[config.mk]
export PLATFORM = sky130hd
export DESIGN_NAME = bus_master
export DESIGN_NICKNAME = d
export VERILOG_FILES = /design/src/rtl/bus_master.sv
export SDC_FILE = /design/constraint.sdc
export NUM_CORES = 1
export LEC_CHECK = 0
export ABC_AREA = 0
export BUFFER_PORTS_ARGS = -buffer_cell sky130_fd_sc_hd__buf_2
export CAP_MARGIN = 20
export CORE_MARGIN = 10
export CORE_UTILIZATION = 35
export DETAILED_ROUTE_END_ITERATION = 16
export GPL_ROUTABILITY_DRIVEN = 1
export PLACE_DENSITY = 0.62
export SYNTH_ARGS = -nofsm -noshare
export SYNTH_HDL_FRONTEND = slang
export SYNTH_SLANG_ARGS = --single-unit
[constraint.sdc]
create_clock -name clk -period 1.8 [get_ports clk]
set_input_delay 0.36 -clock clk [delete_from_list [all_inputs] [get_ports clk]]
set_output_delay 0.36 -clock clk [all_outputs]
set_load 0.03 [all_outputs]
[src/rtl/bus_master.sv]
// Initiator for the multiplexed address/data main bus: one address phase
// followed by a fixed burst of data beats, read or write, per host request.
module bus_master #(
  parameter int unsigned BUSWIDTH = 16,
  parameter int unsigned BURST    = 4
) (
  input  logic                         clk,
  input  logic                         resetN,
  input  logic                         req_valid,
  output logic                         req_ready,
  input  logic                         req_rw,
  input  logic [BUSWIDTH-1:0]          req_addr,
  input  logic [BUSWIDTH*BURST-1:0]    req_wdata,
  output logic                         rsp_valid,
  output logic [BUSWIDTH*BURST-1:0]    rsp_rdata,
  output logic                         bus_addr_valid,
  output logic                         bus_rw,
  output logic [BUSWIDTH-1:0]          bus_ad_out,
  output logic                         bus_ad_oe,
  input  logic [BUSWIDTH-1:0]          bus_ad_in,
  output logic                         busy
);

  localparam int unsigned CNT_W = $clog2(BURST) + 1;
  localparam int unsigned DW    = BUSWIDTH * BURST;

  typedef enum logic [1:0] {IDLE, ADDR, DATA, TURN} state_t;

  state_t              state;
  logic                rw_q;
  logic [DW-1:0]       wdata_q;
  logic [DW-1:0]       rd_buf;
  logic [DW-1:0]       rd_next;
  logic [CNT_W-1:0]    beat;
  logic                last_beat;
  logic [BUSWIDTH-1:0] next_word;

  // Beat bookkeeping: word for the following write beat and read buffer with this beat merged in
  always_comb begin
    last_beat = (beat == CNT_W'(BURST - 1));
    next_word = '0;
    rd_next   = rd_buf;
    for (int unsigned i = 0; i < BURST; i++) begin
      if (CNT_W'(i) == beat + CNT_W'(1)) next_word = wdata_q[i*BUSWIDTH +: BUSWIDTH];
      if (CNT_W'(i) == beat)             rd_next[i*BUSWIDTH +: BUSWIDTH] = bus_ad_in;
    end
  end

  // Bus FSM; every output is loaded with its value for the state being entered
  always_ff @(posedge clk or negedge resetN) begin
    if (!resetN) begin
      state          <= IDLE;
      rw_q           <= 1'b0;
      wdata_q        <= '0;
      rd_buf         <= '0;
      beat           <= '0;
      req_ready      <= 1'b1;
      rsp_valid      <= 1'b0;
      rsp_rdata      <= '0;
      bus_addr_valid <= 1'b0;
      bus_rw         <= 1'b0;
      bus_ad_out     <= '0;
      bus_ad_oe      <= 1'b0;
      busy           <= 1'b0;
    end else begin
      rsp_valid      <= 1'b0;
      bus_addr_valid <= 1'b0;
      bus_rw         <= 1'b0;
      case (state)
        IDLE: begin
          if (req_valid) begin
            rw_q           <= req_rw;
            wdata_q        <= req_wdata;
            bus_addr_valid <= 1'b1;
            bus_rw         <= req_rw;
            bus_ad_out     <= req_addr;
            bus_ad_oe      <= 1'b1;
            req_ready      <= 1'b0;
            busy           <= 1'b1;
            state          <= ADDR;
          end
        end
        ADDR: begin
          beat       <= '0;
          bus_ad_oe  <= ~rw_q;
          bus_ad_out <= rw_q ? '0 : wdata_q[BUSWIDTH-1:0];
          state      <= DATA;
        end
        DATA: begin
          beat <= beat + CNT_W'(1);
          if (rw_q) rd_buf <= rd_next;
          if (last_beat) begin
            // Release the bus for the turnaround cycle and report completion
            bus_ad_oe  <= 1'b0;
            bus_ad_out <= '0;
            rsp_valid  <= 1'b1;
            if (rw_q) rsp_rdata <= rd_next;
            state      <= TURN;
          end else begin
            bus_ad_oe  <= ~rw_q;
            bus_ad_out <= rw_q ? '0 : next_word;
          end
        end
        TURN: begin
          req_ready <= 1'b1;
          busy      <= 1'b0;
          state     <= IDLE;
        end
        default: state <= IDLE;
      endcase
    end
  end

endmodule
**Word-level counts from Yosys, hierarchy flattened**

Cells that the tools add are included.

- Register bits after elaboration: 220
- Latch bits: 0
- Bits in writable memories: 0
- ROM bits: 0
- Bits of input ports: 100
- Output and inout bits: 86
- Logic and storage cells: 68
- Memories kept: 0

- Add/subtract/negate cells: 1
- Multipliers: 0
- Div/mod/pow operators: 0
- $lt $le $gt $ge: 0
- Equal/unequal tests: 12
- Shift operators: 0
- Mux-type cells: 29
- Bitwise gates (word level): 1
- Reduce and logical (&&, ||, !) cells: 12

Operators with widths:

| kind | number |
|---|---|
| $mux W16 | 12 |
| $pmux W16 S3 | 1 |
| $eq A2 B3 Y1 const A | 4 |
| $reduce_and A2 Y1 | 5 |
| $mux W1 | 9 |
| $pmux W2 S4 | 1 |
| $eq A1 B3 Y1 const A | 2 |
| $logic_not A3 Y1 | 2 |
| $pmux W3 S2 | 1 |
| $eq A2 B2 Y1 const B | 2 |
| $mux W2 | 2 |
| $ne A2 B2 Y1 const B | 2 |
| $pmux W1 S2 | 2 |
| $reduce_bool A2 Y1 | 2 |
| $add A3 B1 Y3 const B | 1 |
| $eq A3 B2 Y1 const B | 1 |
| $pmux W1 S3 | 1 |
| $reduce_and A3 Y1 | 1 |
| $reduce_bool A3 Y1 | 1 |
| $eq A2 B1 Y1 const B | 1 |
| $logic_not A2 Y1 | 1 |
| $not A1 Y1 | 1 |

**Depth between registers and ports, before layout**

Gate-level depths: netlist of the first run.

- Depth after elaboration: 9
- Depth in mapped cells: 9
- Mapped depth without buffers: 6

**Least setup slack after synthesis of the first run**

Ideal clock, no wire load.

- Path kind: reg2reg
- Start: register beat[2]
- End: register bus_ad_out[5]
- Setup time: 0.066 ns
- Data arrival time: 1.895 ns
- Required time: 1.734 ns
- Slack: -0.161 ns
- Stages on the path, launching flop included: 10
- Path buffers: 3
- Period minus slack after synthesis: 1.961 ns
- Cells stage by stage: dfrtp_1 clkinv_1 ha_1 buf_2 and2_0 buf_6 buf_6 a2111oi_2 o21ai_1 nand2_1

- Cells in the longest elaborated chain, start to end: 9
- Elaborated cells between the ends (all ways): 13
- Classes of those cells: 1 x add/sub; 4 x eq/ne; 7 x mux; 1 x reduce/logical

RTL lines:

| element | RTL line | source |
|---|---|---|
| from (decl) | 34 | `logic [CNT_W-1:0] beat;` |
| from (signal assigned) | 90 | `beat <= beat + CNT_W'(1);` |
| $add A3 B1 Y3 | 44 | `if (CNT_W'(i) == beat + CNT_W'(1)) next_word = wdata_q[i*BUSWIDTH +: BUSWIDTH];` |
| $logic_not A3 Y1 | 44 |  |
| $mux W16 (4 in series) | 44 |  |
| $mux W16 | 101 | `bus_ad_out <= rw_q ? '0 : next_word;` |
| $mux W16 (*) | 92 | `if (last_beat) begin` |
| $pmux W16 S3 (*) | 69 | `case (state)` |
| to (signal assigned) | 76 | `bus_ad_out <= req_addr;` |
| to (signal assigned) | 86 | `bus_ad_out <= rw_q ? '0 : wdata_q[BUSWIDTH-1:0];` |
| to (signal assigned) | 101 |  |
| to (decl) | 18 | `output logic [BUSWIDTH-1:0] bus_ad_out,` |

Mark *: on every way between the ends. The rest lies on a longest branch, timed or not.
A chain may end at the register's enable or synchronous reset.

**Worst setup path after layout of the first run**

- Start: register beat[1]
- End: register bus_ad_out[7]

Same word-level chain as after synthesis.

==> results.json, run 1 <==
{
  "outcome": "finished with violations",
  "violations": "setup timing",
  "rsz0062_at_grt": "true",
  "worstSetupStartpointType": "flip-flop",
  "arrival_ns": 2.37,
  "synth_cells": 832,
  "nets": 1157,
  "initial_core_util": 0.353,
  "power_leakage_nw": 5.68,
  "fin_crit_sh": 1.07,
  "ys_warn_count": 0,
  "end_kind": "flip-flop",
  "grt_pass1_wl_um": 40600,
  "cts_tree": "yes",
  "synth-edff-count": 0,
  "worstHoldStart": "req_wdata[59]",
  "num_rows": 60,
  "fin_crit_ns": 1.93,
  "post_dp_cell_area_sq_um": 11200,
  "ys_seq_elements": 204,
  "clk_latency_ns": 0.52,
  "numCtsBuffers": 24,
  "path_max_fanout": 5,
  "ir_worst_vdd_mv": 0.906,
  "vias_per_cell": 4.99,
  "clk_pin_slew_ns": 0.06,
  "dp_hpwl_um": 18100,
  "crit_required_ns": 2.24,
  "seqCellArea_sq_um": 5110,
  "hold_end": "wdata_q[59]",
  "regToRegSetupSlack_ns": -0.13,
  "slew_violations": 0,
  "grt_max_degree": 59,
  "h-tree-depth": 1,
  "rr_worst_depth": 8,
  "drv_cap": 0,
  "fin_ws_ns": -0.128,
  "vias": 7021,
  "setup_viol": 13,
  "synthArstFlopShare": 1.00,
  "fin_area_sq_um": 12300,
  "die_area_sq_um": 33900,
  "cts_sinks": 204,
  "cts_root_buf": "clkbuf_16",
  "synth.cell_area_sq_um": 9430,
  "r2r_start": "beat[1]",
  "clock_path_buffers": 3,
  "powerDensity_nw_per_um2": 2000,
  "wl_um": 26600,
  "antenna_found_initial": 3,
  "seq_area_frac_synth": 0.541,
  "path_class": "reg -> reg",
  "wl_per_cell_um": 18.9,
  "place_congestion": 0.811,
  "fillers": 2494,
  "syn-num-nets": 942,
  "hold-path-cell-count": 3,
  "fp.dieH_um": 184,
  "io_pins": 186,
  "fp.coreArea_sq_um": 26700,
  "area_growth_pct": 30.8,
  "synth_ff_type": "dfrtp_1",
  "max_clock_freq_mhz": 519,
  "route.detailed.drc": 0,
  "finClkSkew_ns": 0.0141,
  "synth_cell_types": 42,
  "power_mw": 24.7,
  "drt_iter0_drc": 501,
  "hold_path.class": "in -> reg",
  "drt-pass1-iter-count": 5,
  "chipWidth_um": 184,
  "worst_pin_slew_ns": 0.537,
  "port_buffers": 185,
  "postSynthAreaPerCell_sq_um": 11.3,
  "relSlewSlack": 0.642,
  "fin_setup_tns_ns": -0.620,
  "hold_viol": 0,
  "track_usage": 0.149,
  "gr-total-overflow": 0,
  "timing.rr.end": "bus_ad_out[7]",
  "multiInputGateArea_sq_um": 4120,
  "drt.antenna.violating_nets": 0,
  "drive_above_1_share": 0.393,
  "grt_pass1_vias": 7244
}
[Yosys cell counts (13+ instances only)]
cell type	number	area share
mux2i_1	48	0.051
inv_1	21	0.0084
o21ai_1	13	0.0069
nand2_1	131	0.052
a21boi_0	16	0.013
mux2_2	94	0.11
and3b_1	16	0.015
a21oi_1	49	0.026
buf_2	20	0.011
dfrtp_1	203	0.54
a211oi_1	16	0.013
clkbuf_1	31	0.012
nand3b_1	33	0.026
o21ai_0	73	0.039
[critical path: stages, from the launching register on]
cell and delay (ns):
dfrtp_1 0.40, ha_2 0.21, ha_4 0.16, or3b_4 0.38
buf_6 0.15, buf_12 0.13, a2111oi_4 0.19, o21ai_1 0.14
nand2_1 0.10
[what timing repair did]
action	CTS	global route
setup endpoints to repair	34	43
resized for setup	12	26
gates cloned	1	8
hold buffers	1	0
buffers inserted	3	6
pin swaps	12	5
endpoints found under the hold margin	37	0
[report_power, final]
| part | internal (mW) | switching (mW) |
|---|---|---|
| registers | 6.85 | 1.24 |
| clock network | 2.76 | 1.91 |
| logic | 5.05 | 6.90 |
| total | 14.7 | 10.0 |
[sequential cells by signal, summed over array words and instances, names as in the netlist, 2 cells and up]
register and cells:
rsp_rdata 64, wdata_q 64, rd_buf 48, bus_ad_out 16, beat 3, state 2
[per-layer routing]
metal	track usage	vias up	routed length [um]
met5	0	-	20
met4	0.0410	2	610
met3	0.0396	41	1740
met2	0.236	160	12500
met1	0.197	3459	11700
li1	-	3359	-
[layout by cell type, fill, tap and decap left out, types with 3 or more instances in the layout]
cell,n
a211oi_1,16
and3b_1,16
clkbuf_16,29
buf_2,184
mux2i_1,48
clkbuf_8,5
buf_6,9
ha_2,3
o21ai_0,70
clkbuf_1,4
ha_1,4
a21boi_1,9
buf_4,29
buf_12,20
a21oi_1,48
a21boi_0,7
nand2_1,131
nand3b_1,33
mux2_2,94
nor2_1,4
dfrtp_1,203
inv_1,20
ha_4,3
a2111oi_4,12
clkinv_2,8
o21ai_1,16
[cell families (layout without fill, tap and decap cells)]
kind of cell,Yosys count,after routing,share of synthesized area
DFF,204,204,0.541
and+or+nand+nor,201,201,0.109
AOI/OAI and AO/OA,188,188,0.127
muxes,144,144,0.166
buffers and inverters,85,317,0.0438
adders and majority gates,10,10,0.0133
other,0,2,0
[how the worst max path moves through the flow]
stage                       start              to  slack (ns)  cells past startpoint
after floorplan           beat[1]  bus_ad_out[10]        0.01                      9
after global placement    beat[0]   bus_ad_out[1]       -0.05                      8
after detailed placement  beat[1]   bus_ad_out[2]       -0.14                      7
after CTS                 beat[0]   bus_ad_out[7]       -0.11                      8
after global routing      beat[1]  bus_ad_out[14]       -0.17                      7
final                     beat[1]   bus_ad_out[7]       -0.13                      8
[through the flow]
| step | setup slack, ns | utilization | hold slack (ns) | std cells |
|---|---|---|---|---|
| floorplan | 0.0115 | - | 0.0644 | 832 |
| global route | -0.174 | 0.462 | 0.0543 | 1405 |
| finish | -0.128 | 0.462 | 0.0561 | 1407 |
| detailed placement | -0.136 | 0.419 | 0.336 | 1343 |
| CTS | -0.105 | 0.450 | 0.0385 | 1391 |
| global placement | -0.0500 | 0.419 | 0.335 | 1343 |
[layout make-up]
cell class / instances / area share
multi-input cells: 543 / 0.334
diodes: 2 / 0.000406
clock buffers: 32 / 0.0544
clock inverters: 11 / 0.00791
inverters: 23 / 0.00710
flip-flops and latches: 204 / 0.414
repair buffers: 251 / 0.148
well taps: 341 / 0.0346
No activity file was read; power rests on OpenSTA's default activity.
==> inputs of run 2 (changes only) <==
--- a/config.mk
+++ b/config.mk
@@ -5,7 +5,7 @@
 export SDC_FILE = /design/constraint.sdc
 export NUM_CORES = 1
 export LEC_CHECK = 0
-export ABC_AREA = 0
+export ABC_AREA = 1
 export BUFFER_PORTS_ARGS = -buffer_cell sky130_fd_sc_hd__buf_2
 export CAP_MARGIN = 20
 export CORE_MARGIN = 10
==> constraint.sdc (replaced) <==
create_clock -name clk -period 1.8 [get_ports clk]
set_input_delay 0.36 -clock clk [delete_from_list [all_inputs] [get_ports clk]]
set_output_delay 0.36 -clock clk [all_outputs]
set_load 0.05 [all_outputs]
==> results.json, run 2 <==
{
  "powerDensity_nw_per_um2": 2110,
  "layoutNonFillerInstCount": 1658,
  "chipWidth_um": 183,
  "hold_end": "wdata_q[58]",
  "drt-pass1-iter-count": 5,
  "path_class": "reg -> reg",
  "slew_violations": 0,
  "hold_viol": 0,
  "worst_pin_slew_ns": 0.394,
  "ys_warn_count": 0,
  "numCtsBuffers": 23,
  "hold-path-cell-count": 3,
  "synthArstFlopShare": 1.00,
  "postSynthAreaPerCell_sq_um": 8.28,
  "rsz0062_at_grt": "true",
  "power_leakage_nw": 6.46,
  "switching_power_mw": 11.4,
  "seqPwrFrac": 0.311,
  "whs_ns": 0.0302,
  "top_regs": "rsp_rdata x64, wdata_q x64, rd_buf x48",
  "drt.antenna.violating_nets": 0,
  "fp.dieH_um": 183,
  "area_growth_pct": 25.8,
  "worstPathCellList": "ha_2 > ha_4 > buf_6 > nand2_4 > buf_6 > nand3_1 > nand2_1 > nand2_1 > nand2_2 > nand2_1 > nand2_1",
  "worstHoldStart": "req_wdata[58]",
  "p_clk_frac": 0.197,
  "ir_worst_vdd_mv": 0.808,
  "relSlewSlack": 0.737,
  "setup_viol": 0,
  "finClkSkew_ns": 0.00675,
  "port_buffers": 185,
  "num_rows": 59,
  "drv_cap": 0,
  "h-tree-depth": 1,
  "drive_above_1_share": 0.215,
  "grt_pass1_vias": 8248,
  "cts_root_buf": "clkbuf_16",
  "cp_slowest_cell": "dfrtp_1",
  "fin_setup_tns_ns": 0,
  "clock_path_buffers": 3,
  "clk_pin_slew_ns": 0.06,
  "fillers": 2597,
  "vias": 8116,
  "hold_path.class": "in -> reg",
  "fp.coreArea_sq_um": 26200,
  "outcome": "finished clean",
  "fin_crit_sh": 0.943,
  "ys_seq_elements": 204,
  "antenna_found_initial": 0,
  "end_kind": "flip-flop",
  "max_clock_freq_mhz": 589,
  "yosysTopAreaCell": "dfrtp_1",
  "dp_hpwl_um": 20100,
  "die_area_sq_um": 33600,
  "grt_pass1_wl_um": 45000,
  "syn-num-nets": 1239,
  "gr-total-overflow": 0,
  "crit_family": "adder cells",
  "final_common_cell": "nand2_1",
  "synth.top_cells.by_area": "dfrtp_1 54%, nand2_1 19%, o21ai_0 6.4%, mux2i_1 5.1%, nand3_1 3.4%",
  "vias_per_cell": 4.90,
  "grt_max_degree": 97,
  "nets": 1416,
  "intPower_mw": 13.4,
  "drt_iter0_drc": 575,
  "layout_common_cells": "466 x nand2_1, 203 x dfrtp_1, 185 x buf_2, 119 x o21ai_0, 71 x nor2_1",
  "arrival_ns": 2.11,
  "wl_um": 28700,
  "r2r_start": "beat[0]",
  "track_usage": 0.167,
  "route.detailed.drc": 0,
  "seq_area_frac_synth": 0.546,
  "power_mw": 24.8,
  "synth_cells": 1129,
  "path_max_fanout": 5,
  "worstSetupStartpointType": "flip-flop",
  "diodes": 0,
  "switching_share": 0.459,
  "slowest_delay_ns": 0.39,
  "synth_top_area_share": 0.543,
  "synth_cell_types": 27,
  "timing.rr.end": "bus_ad_out[3]",
  "rr_worst_depth": 11,
  "clk_latency_ns": 0.52,
  "cts_tree": "yes",
  "path_depth": 11,
  "fin_crit_ns": 1.70,
  "synthTopCellsByCount": "471 x nand2_1, 203 x dfrtp_1, 119 x o21ai_0",
  "cpMostUsedCell": "nand2_1",
  "crit_required_ns": 2.21,
  "place_inst": 1612,
  "pwr-share-comb": 0.493,
  "synth.cell_area_sq_um": 9350,
  "synth-edff-count": 0,
  "place_congestion": 0.873,
  "synth_ff_type": "dfrtp_1",
  "wl_per_cell_um": 17.3,
  "crit_buf_inv": 2,
  "regToRegSetupSlack_ns": 0.10,
  "yosysMostFrequentCell": "nand2_1",
  "initial_core_util": 0.357,
  "cts_sinks": 204,
  "io_pins": 186
}
run 2: cell types whose count changed after synthesis, sizes merged, moves of 33 or more:
cell,previous run,this run
nand2,133,475
mux2,96,0
nor2,4,72
nand3,4,64
a21oi,49,3
inv,22,61
nand3b,33,0
o21ai,86,119
run 2: what timing repair did:
action	in CTS	in global routing
setup buffers	0	1
pin swaps	0	1
hold endpoints to repair	22	0
cloned	0	2
hold buffers	1	0
setup endpoints to repair	17	60
resized for setup	3	19
run 2: logic make-up (layout without fill, tap and decap cells):
group,after synthesis,count (layout),synth area share
simple gates,611,611,0.258
flops,204,204,0.546
buf+inv,130,324,0.0624
compound gates,126,126,0.0688
mux,48,48,0.0514
fa+ha+maj,10,10,0.0134
run 2: worst max-delay path by stage:
stage              from              to  slack, ns
2_1_floorplan   beat[0]  bus_ad_out[14]      0.005
3_3_place_gp    beat[0]   bus_ad_out[3]      -0.06
3_5_place_dp    beat[0]   bus_ad_out[2]      -0.10
4_1_cts         beat[0]   bus_ad_out[3]      0.001
5_1_grt        state[0]   bus_ad_out[3]      -0.02
6_report        beat[0]   bus_ad_out[3]       0.10
run 2: power groups by stage:
| stage | logic [mW] | clock network (mW) | registers [mW] |
|---|---|---|---|
| after floorplan | 5.91 | 0 | 10.0 |
| after global placement | 11.8 | 0 | 7.72 |
| after detailed placement | 11.9 | 0 | 7.76 |
| after CTS | 12.0 | 4.98 | 7.69 |
| after global routing | 13.5 | 5.15 | 7.91 |
| final | 12.2 | 4.87 | 7.70 |
run 2: through the flow:
step           instance area [sq um]   util  setup WS (ns)
2_1_floorplan                   9350      -        0.00497
3_3_place_gp                   10800  0.413        -0.0608
3_5_place_dp                   10800  0.413         -0.103
4_1_cts                        11600  0.444        0.00133
5_1_grt                        11800  0.449        -0.0219
6_report                       11800  0.449          0.102
run 2: final cells by class:
class	count	area (sq um)	share of cell area
Inverter	62	236	0.0201
Tap cell	335	419	0.0356
Clock buffer	30	662	0.0563
Multi-Input combinational cell	795	3720	0.316
Timing Repair Buffer	220	1480	0.126
Sequential cell	204	5110	0.434
Clock inverter	12	134	0.0114
run 2: routing by layer:
| layer | GRT usage | share of wire |
|---|---|---|
| met1 | 0.207 | 0.43 |
| met2 | 0.277 | 0.47 |
| met3 | 0.0368 | 0.074 |
| met4 | 0.0649 | 0.035 |
| met5 | 0 | 0 |
run 2: worst reg2reg max path, cell delays in order (launching register included):
cell	delay, ns
dfrtp_1	0.39
ha_2	0.21
ha_4	0.31
buf_6	0.12
nand2_4	0.06
buf_6	0.13
nand3_1	0.07
nand2_1	0.05
nand2_1	0.06
nand2_2	0.08
nand2_1	0.06
nand2_1	0.04
